$ cat config.mk
export PLATFORM = sky130hd
export DESIGN_NAME = apb_slave_mem
export DESIGN_NICKNAME = d
export VERILOG_FILES = /design/src/rtl/apb_slv_pkg.sv /design/src/rtl/apb_slv_mem.sv /design/src/rtl/apb_slave_mem.sv
export SDC_FILE = /design/constraint.sdc
export NUM_CORES = 2
export LEC_CHECK = 0
export BUFFER_PORTS_ARGS = -buffer_cell sky130_fd_sc_hd__buf_2
export CAP_MARGIN = 20
export CORE_AREA = 4 4 386 464
export CTS_CLUSTER_DIAMETER = 50
export CTS_CLUSTER_SIZE = 14
export DETAILED_ROUTE_END_ITERATION = 7
export DIE_AREA = 0 0 390 468
export PLACE_DENSITY_LB_ADDON = 0.15
export SLEW_MARGIN = 20
export SYNTH_ARGS = -nofsm -noshare
export SYNTH_HDL_FRONTEND = slang
export SYNTH_SLANG_ARGS = --single-unit
$ cat constraint.sdc
create_clock -name PCLK -period 149.9 [get_ports PCLK]
set_clock_uncertainty 0.2 [all_clocks]
set_input_delay 14.99 -clock PCLK [delete_from_list [all_inputs] [get_ports PCLK]]
set_output_delay 14.99 -clock PCLK [all_outputs]
set_load 0.005 [all_outputs]
$ cat src/rtl/apb_slv_pkg.sv
// Shared types and width helpers for the APB4 completer memory.
package apb_slv_pkg;

  localparam int DEF_DATA_WIDTH = 32;
  localparam int STRB_WIDTH     = DEF_DATA_WIDTH / 8;
  localparam int ADDR_LSB       = $clog2(STRB_WIDTH);

  typedef enum logic {
    IDLE,
    ACCESS
  } state_e;

  // Kept as a named reason so coverage can bin error causes separately.
  typedef enum logic [1:0] {
    OK,
    OUT_OF_RANGE,
    MISALIGNED
  } err_e;

  function automatic int strb_width(input int dw);
    return dw / 8;
  endfunction

  function automatic int addr_lsb(input int dw);
    return (dw > 8) ? $clog2(dw / 8) : 0;
  endfunction

endpackage

$ cat src/rtl/apb_slv_mem.sv
// Byte-enabled word storage: async clear, one write port, one combinational read port.
module apb_slv_mem
  import apb_slv_pkg::*;
#(
  parameter int DATA_WIDTH = DEF_DATA_WIDTH,
  parameter int MEM_DEPTH  = 64,
  parameter int IDX_W      = 6
) (
  input  logic                      PCLK,
  input  logic                      PRESET,
  input  logic                      wr_en,
  input  logic [IDX_W-1:0]          wr_idx,
  input  logic [DATA_WIDTH-1:0]     wr_data,
  input  logic [DATA_WIDTH/8-1:0]   wr_strb,
  input  logic [IDX_W-1:0]          rd_idx,
  output logic [DATA_WIDTH-1:0]     rd_data
);

  localparam int SW = strb_width(DATA_WIDTH);

  logic [DATA_WIDTH-1:0] mem [MEM_DEPTH];

  always_ff @(posedge PCLK or posedge PRESET) begin
    if (PRESET) begin
      for (int i = 0; i < MEM_DEPTH; i++) begin
        mem[i] <= '0;
      end
    end else if (wr_en) begin
      for (int b = 0; b < SW; b++) begin
        if (wr_strb[b]) begin
          mem[wr_idx][b*8 +: 8] <= wr_data[b*8 +: 8];
        end
      end
    end
  end

  assign rd_data = mem[rd_idx];

endmodule

$ cat src/rtl/apb_slave_mem.sv
// APB4 completer over a word-organised register memory.
// Optional wait states are enabled with `define APB_SLV_WAIT_EN (WAIT_CYCLES per transfer).
//
//   state  | meaning
//   IDLE   | waiting for SETUP (PSELx=1, PENABLE=0); bus request latched on exit
//   ACCESS | counting wait states, then completing with PREADY=1
module apb_slave_mem
  import apb_slv_pkg::*;
#(
  parameter int ADDR_WIDTH  = 8,
  parameter int DATA_WIDTH  = DEF_DATA_WIDTH,
  parameter int MEM_DEPTH   = 64,
  parameter int WAIT_CYCLES = 2
) (
  input  logic                    PCLK,
  input  logic                    PRESET,
  input  logic                    PSELx,
  input  logic                    PENABLE,
  input  logic                    PWRITE,
  input  logic [ADDR_WIDTH-1:0]   PADDR,
  input  logic [DATA_WIDTH-1:0]   PWDATA,
  input  logic [DATA_WIDTH/8-1:0] PSTRB,
  output logic [DATA_WIDTH-1:0]   PRDATA,
  output logic                    PREADY,
  output logic                    PSLVERR
);

  localparam int LSB   = addr_lsb(DATA_WIDTH);
  localparam int WIDX  = ADDR_WIDTH - LSB;
  localparam int IDX_W = (MEM_DEPTH > 1) ? $clog2(MEM_DEPTH) : 1;
  localparam logic [WIDX:0] DEPTH_L = (WIDX + 1)'(MEM_DEPTH);

  if (!(DATA_WIDTH inside {8, 16, 32, 64}) || WAIT_CYCLES < 0) begin : g_bad_param
    $error("apb_slave_mem: illegal DATA_WIDTH or WAIT_CYCLES");
  end

  state_e                  state;
  logic [ADDR_WIDTH-1:0]   lat_addr;
  logic                    lat_write;
  logic [DATA_WIDTH-1:0]   lat_wdata;
  logic [DATA_WIDTH/8-1:0] lat_strb;
  logic                    cnt_zero;
  logic                    misaligned;
  logic                    out_of_range;
  logic                    err;
  logic                    wr_en;
  logic [WIDX-1:0]         word_idx;
  logic [IDX_W-1:0]        mem_idx;
  logic [DATA_WIDTH-1:0]   rd_data;
  err_e                    err_reason;

`ifdef APB_SLV_WAIT_EN
  localparam int CNT_W = (WAIT_CYCLES > 0) ? $clog2(WAIT_CYCLES + 1) : 1;
  logic [CNT_W-1:0] wait_cnt;
  assign cnt_zero = (wait_cnt == '0);
`else
  assign cnt_zero = 1'b1;
`endif

  always_ff @(posedge PCLK or posedge PRESET) begin
    if (PRESET) begin
      state     <= IDLE;
      lat_addr  <= '0;
      lat_write <= 1'b0;
      lat_wdata <= '0;
      lat_strb  <= '0;
`ifdef APB_SLV_WAIT_EN
      wait_cnt  <= '0;
`endif
    end else begin
      case (state)
        IDLE: begin
          // PENABLE=1 without a SETUP is ignored: we simply never leave IDLE.
          if (PSELx && !PENABLE) begin
            lat_addr  <= PADDR;
            lat_write <= PWRITE;
            lat_wdata <= PWDATA;
            lat_strb  <= PSTRB;
`ifdef APB_SLV_WAIT_EN
            wait_cnt  <= CNT_W'(WAIT_CYCLES);
`endif
            state     <= ACCESS;
          end
        end
        ACCESS: begin
          if (!PSELx) begin
            state <= IDLE;
          end else if (PENABLE) begin
            if (cnt_zero) begin
              state <= IDLE;
            end
`ifdef APB_SLV_WAIT_EN
            else begin
              wait_cnt <= wait_cnt - 1'b1;
            end
`endif
          end
        end
        default: state <= IDLE;
      endcase
    end
  end

  assign word_idx = lat_addr[ADDR_WIDTH-1:LSB];
  assign mem_idx  = word_idx[IDX_W-1:0];

  if (LSB > 0) begin : g_align
    assign misaligned = (lat_addr[LSB-1:0] != '0);
  end else begin : g_no_align
    assign misaligned = 1'b0;
  end

  assign out_of_range = ({1'b0, word_idx} >= DEPTH_L);

  always_comb begin
    err_reason = OK;
    if (misaligned) begin
      err_reason = MISALIGNED;
    end else if (out_of_range) begin
      err_reason = OUT_OF_RANGE;
    end
  end

  assign err = (err_reason != OK);

  // Gated by PSELx/PENABLE so an aborted or malformed ACCESS never signals completion.
  assign PREADY  = (state == ACCESS) && PSELx && PENABLE && cnt_zero;
  assign PSLVERR = PREADY && err;
  assign PRDATA  = (PREADY && !err && !lat_write) ? rd_data : '0;
  assign wr_en   = PREADY && !err && lat_write;

  apb_slv_mem #(
    .DATA_WIDTH (DATA_WIDTH),
    .MEM_DEPTH  (MEM_DEPTH),
    .IDX_W      (IDX_W)
  ) u_mem (
    .PCLK    (PCLK),
    .PRESET  (PRESET),
    .wr_en   (wr_en),
    .wr_idx  (mem_idx),
    .wr_data (lat_wdata),
    .wr_strb (lat_strb),
    .rd_idx  (mem_idx),
    .rd_data (rd_data)
  );

endmodule

# Yosys cells after proc, flatten, opt, wreduce, memory -nomap -nowiden

Index checks and enable logic that the tools add are counted.

Add/subtract/negate cells: 0
$mul: 0
Divide/modulo/power cells: 0
$lt $le $gt $ge: 2
Equality and inequality tests: 0
Shift-type cells: 0
Mux-type cells: 28
Bitwise gates (word level): 2
Reduce and logical (&&, ||, !) cells: 14

Operators by type and width:

| operator                                                    | number |
|---|---|
| two-way mux 2048 bit                                        | 7 |
| bitwise mux 2048 bit                                        | 4 |
| demux 32 bit (select 6 bit)                                 | 4 |
| binary-select mux 32 bit (select 6 bit)                     | 1 |
| two-way mux 32 bit                                          | 4 |
| two-way mux 24 bit                                          | 1 |
| two-way mux 16 bit                                          | 1 |
| logical AND 1 bit                                           | 8 |
| two-way mux 8 bit                                           | 1 |
| >= comparator 7 bit (second input constant)                 | 1 |
| less-than comparator 7 x 1 -> 1 bit (second input constant) | 1 |
| NOT 6 -> 7 bit                                              | 1 |
| nonzero test 2 bit                                          | 2 |
| zero test 1 bit                                             | 3 |
| two-way mux 1 bit                                           | 3 |
| two-way mux 2 bit                                           | 1 |
| case mux 1 bit (2 select lines)                             | 1 |
| AND reduction 2 bit                                         | 1 |
| NOT 1 bit                                                   | 1 |

Bits in registers: 2094
Latch bits: 0
Memory bits (writable): 0
Memory bits (read-only): 0
Input port bits: 49
Output and inout port bits: 34
Word-level logic and storage cells: 115
Memories: 0

# Longest topological paths before layout

Depth in word-level cells: 16
Gate-level depth with buffers: 10
Gate-level depth less buffers: 5

# Modules after synthesis

A second synthesis with hierarchy kept.

Cell total of the unflattened synthesis: 6008
Area total of the unflattened synthesis: 95465.3 µm²

Modules (own cells, without submodules):

| module        | times used | cells each | area an instance (µm²) |
|---|---|---|---|
| apb_slv_mem   | 1          | 5832       | 93213.1 |
| apb_slave_mem | 1          | 176        | 2252.2 |

# Worst setup path before layout

Ideal clock, no wire load.

Path type: input to output
Start: input port PSELx
End: output port PRDATA[25]
Arrival: 16006 ps
Setup slack: 118704 ps
Cell stages on the path: 5
Cells stage by stage: nand3_1 > or4_1 > clkbuf_1 > clkbuf_1 > a31oi_1

Longest elaborated chain between the ends: 5

RTL lines:

| item                            | RTL line             | source |
|---|---|---|
| from (decl)                     | apb_slave_mem.sv:17  | `input logic PSELx,` |
| logical AND 1 bit (2 in series) | apb_slave_mem.sv:127 | `assign PREADY = (state == ACCESS) && PSELx && PENABLE && cnt_zero;` |
| logical AND 1 bit (2 in series) | apb_slave_mem.sv:129 | `assign PRDATA = (PREADY && !err && !lat_write) ? rd_data : '0;` |
| two-way mux 32 bit              | apb_slave_mem.sv:129 |  |
| to (decl)                       | apb_slave_mem.sv:23  | `output logic [DATA_WIDTH-1:0] PRDATA,` |

Every way passes these cells.

# Final worst setup path

Start: input port PSELx
End: output port PRDATA[0]

The elaborated chain is that of the path after synthesis.

==> run summary <==
r2r endpoint - u_mem.mem[838]$_DFFE_PP0P_
Post-synth EDFFs - 0
Crit path largest cell delay - 560 ps
All-Layer GR Usage - 28.3%
most frequent cells in the layout - dfrtp_1 (2059), mux2_2 (1961), a22oi_1 (351), mux4_2 (238), clkbuf_16 (195)
worst hold path type - reg2reg
top-area cell type share of the netlist area - 54.9%
PostCTS Resize Cnt - 0
# hold bufs at CTS - 0
depth of the CTS H-tree - 4
Req. time, crit path - 134710 ps
Reg2Reg Depth - 6
die footprint - 183000 µm²
Buf+Inv Stages, Crit Path - 3
chip height - 468 µm
antenna-violating nets left - 0
syn avg cell area - 14.6 µm²
power density cells - 11.5 nW/µm²
WP depth - 6
final hold violation count - 0
actual slew at the worst max-slew pin - 1160 ps
CTS tree - yes
PortBufs - 82
setup tns final - 0 ps
Syn Nets - 6569
Iteration-0 DRC Markers - 4144
Core ar. - 174000 µm²
Slew Viols, Final - 0
simple-gate area share of the yosys netlist - 4.66%
root buf cell - clkbuf_16
mux contribution to synthesized area - 31.7%
pin count of the biggest net entering global routing - 176
hold slack final - 281 ps
starting density of the core - 54.7%
first-pass GRT wire length - 391 mm
Final min period - 31880 ps
dpl cell area - 97500 µm²
Crit Path Category - in2out
Async S/R FF share, synth - 100%
Critical Path Most Common Cell - buf_2
maximum vdd drop - 0.0119 mV
XOR/XNOR Fraction of Synth Area - 0%
Max Fanout on Critical Path - 32
Worst setup SP type - input port
RSZ-0062 raised after global routing - false
IO Pins - 83
R2R Path Start - lat_addr[4]$_DFFE_PP0P_
register bit total from synthesis - 2094
Synth Area in Compound Gates - 6.23%
YS warnings - 0
Clk Latency, worst-skew pair - 830 ps
drt via density - 6.50
final wirelength - 257 mm
headroom to the max-slew limit - 22.9%
outcome - finished, final reports clean
CP delay by family, top - simple AND/OR/NAND/NOR gates
post-synth cell types - 57
slowest CP cell - or4_2
max-cap violations - 0
r2r setup slk - 144560 ps
TritonCTS sink count - 2094
Seq/Total Area, Yosys - 54.9%
CP Capture Point - PRDATA[0]
area leader, netlist - dfrtp_1
# setup viols final - 0
Rows - 168
CP startpoint - PSELx
Synth Cell Area - 95400 µm²
drt wl/cell - 29.3 µm
DRT Pass-1 Iters - 5
hpwl dp - 164 mm
leading cell type in the layout, fill and taps excluded - dfrtp_1
vias in the first global route - 59100
crit share post-route - 21.3%
Reg clk slew, reported paths - 60 ps
synth top area cells - dfrtp_1 (55%), mux2_2 (23%), mux4_2 (5.6%), a22oi_1 (2.8%), mux2_1 (1.6%)
layout cells sized above 1 - 46.9%
post-CTS setup repair buffer count - 0
Non-Filler Cell Area, Final - 103000 µm²
CTS Buffer Depth - 3
crit end category - output port
crit path cell chain - buf_2, nand3_1, or4_2, buf_4, a31oi_1, buf_2
Main synth FF type - dfrtp_1
routability cong. - 0.836
GRT overflow - 0
cell leakage power - 48.1 nW
Net count, final - 6413
via count - 57000
drt drc - 0
P&R area growth vs syn - 8.44%
Data arrival, critical path - 16690 ps
FMAX - 31.4 MHz
cells after synthesis - 6520
die width - 390 µm
total CTS buffers - 187
Adder-Cell Fraction of Synth Area - 0%
main combinational cell family by area after synthesis - multiplexers
initial antenna violation count - 9
flip-flops by register name, summed over array words and instances, names as in the netlist:
signal and flops:
u_mem.mem 2048, lat_wdata 32, lat_addr 8, lat_strb 4
lat_write 1, state 1
worst min path at each step:
stage / from / to / slack (ps) / depth (start not counted)
3_3_place_gp: u_mem.mem[223]$_DFFE_PP0P_ / u_mem.mem[223]$_DFFE_PP0P_ / 260 / 1
6_report: u_mem.mem[55]$_DFFE_PP0P_ / u_mem.mem[55]$_DFFE_PP0P_ / 280 / 1
5_1_grt: u_mem.mem[210]$_DFFE_PP0P_ / u_mem.mem[210]$_DFFE_PP0P_ / 290 / 1
4_1_cts: u_mem.mem[57]$_DFFE_PP0P_ / u_mem.mem[57]$_DFFE_PP0P_ / 290 / 1
2_1_floorplan: u_mem.mem[831]$_DFFE_PP0P_ / u_mem.mem[831]$_DFFE_PP0P_ / 250 / 1
3_5_place_dp: u_mem.mem[57]$_DFFE_PP0P_ / u_mem.mem[57]$_DFFE_PP0P_ / 270 / 1
per-stage QoR:
| step | utilization (%) | setup WS [ps] | total power [mW] | cells |
|---|---|---|---|---|
| 2_1_floorplan | - | 75560 | 0.671 | 6520 |
| 3_3_place_gp | 55.9 | 118160 | 0.717 | 8470 |
| 3_5_place_dp | 55.9 | 118060 | 0.718 | 8470 |
| 4_1_cts | 59.3 | 118060 | 1.20 | 8765 |
| 5_1_grt | 59.3 | 117930 | 1.23 | 8766 |
| 6_report | 59.3 | 118020 | 1.19 | 8768 |
Yosys cell counts, types with 28 or more instances:
cell and n:
o211ai_1 31, buf_1 56, a221oi_1 144, clkbuf_1 325, a22oi_1 351, o2bb2ai_1 33
nor2_4 119, mux2i_1 131, mux4_2 238, a31oi_1 45, nand2b_1 28, nand2_1 129
mux2_1 132, a21oi_1 37, o21ai_0 51, dfrtp_1 2094, mux2_2 1961, nor2_1 37
buf_2 101, nand4_1 33, nor2_2 137, buf_4 44
power by group:
| group | internal (mW) | switching [mW] | leakage, nW |
|---|---|---|---|
| logic | 0.0289 | 0.0959 | 16.1 |
| registers | 0.570 | 0.0129 | 29.1 |
| clock network | 0.264 | 0.215 | 2.87 |
| total | 0.864 | 0.324 | 48.1 |
final cells by class:
type                            count  area (µm²)
Clock buffer                      242        5250
Tap cell                         2295        2870
Fill cell                       13600       71000
Multi-Input combinational cell   3887       40800
Clock inverter                     53         666
Timing Repair Buffer              188        1340
Inverter                            6        40.0
Sequential cell                  2094       52500
Antenna cell                        3        7.51
routing by layer:
layer / up-vias / global-route usage (%) / share of wire (%)
li1: 24000 / - / -
met1: 31000 / 39.9 / 43
met2: 1549 / 45.5 / 48
met3: 426 / 4.28 / 5.2
met4: 8 / 9.52 / 3.5
met5: - / 0 / 0.020
cell families after synthesis:
group,count (synthesis)
mux,2462
flops,2094
compound gates,781
simple gates,644
buf+inv,539
(Power assumes the default switching activity.)
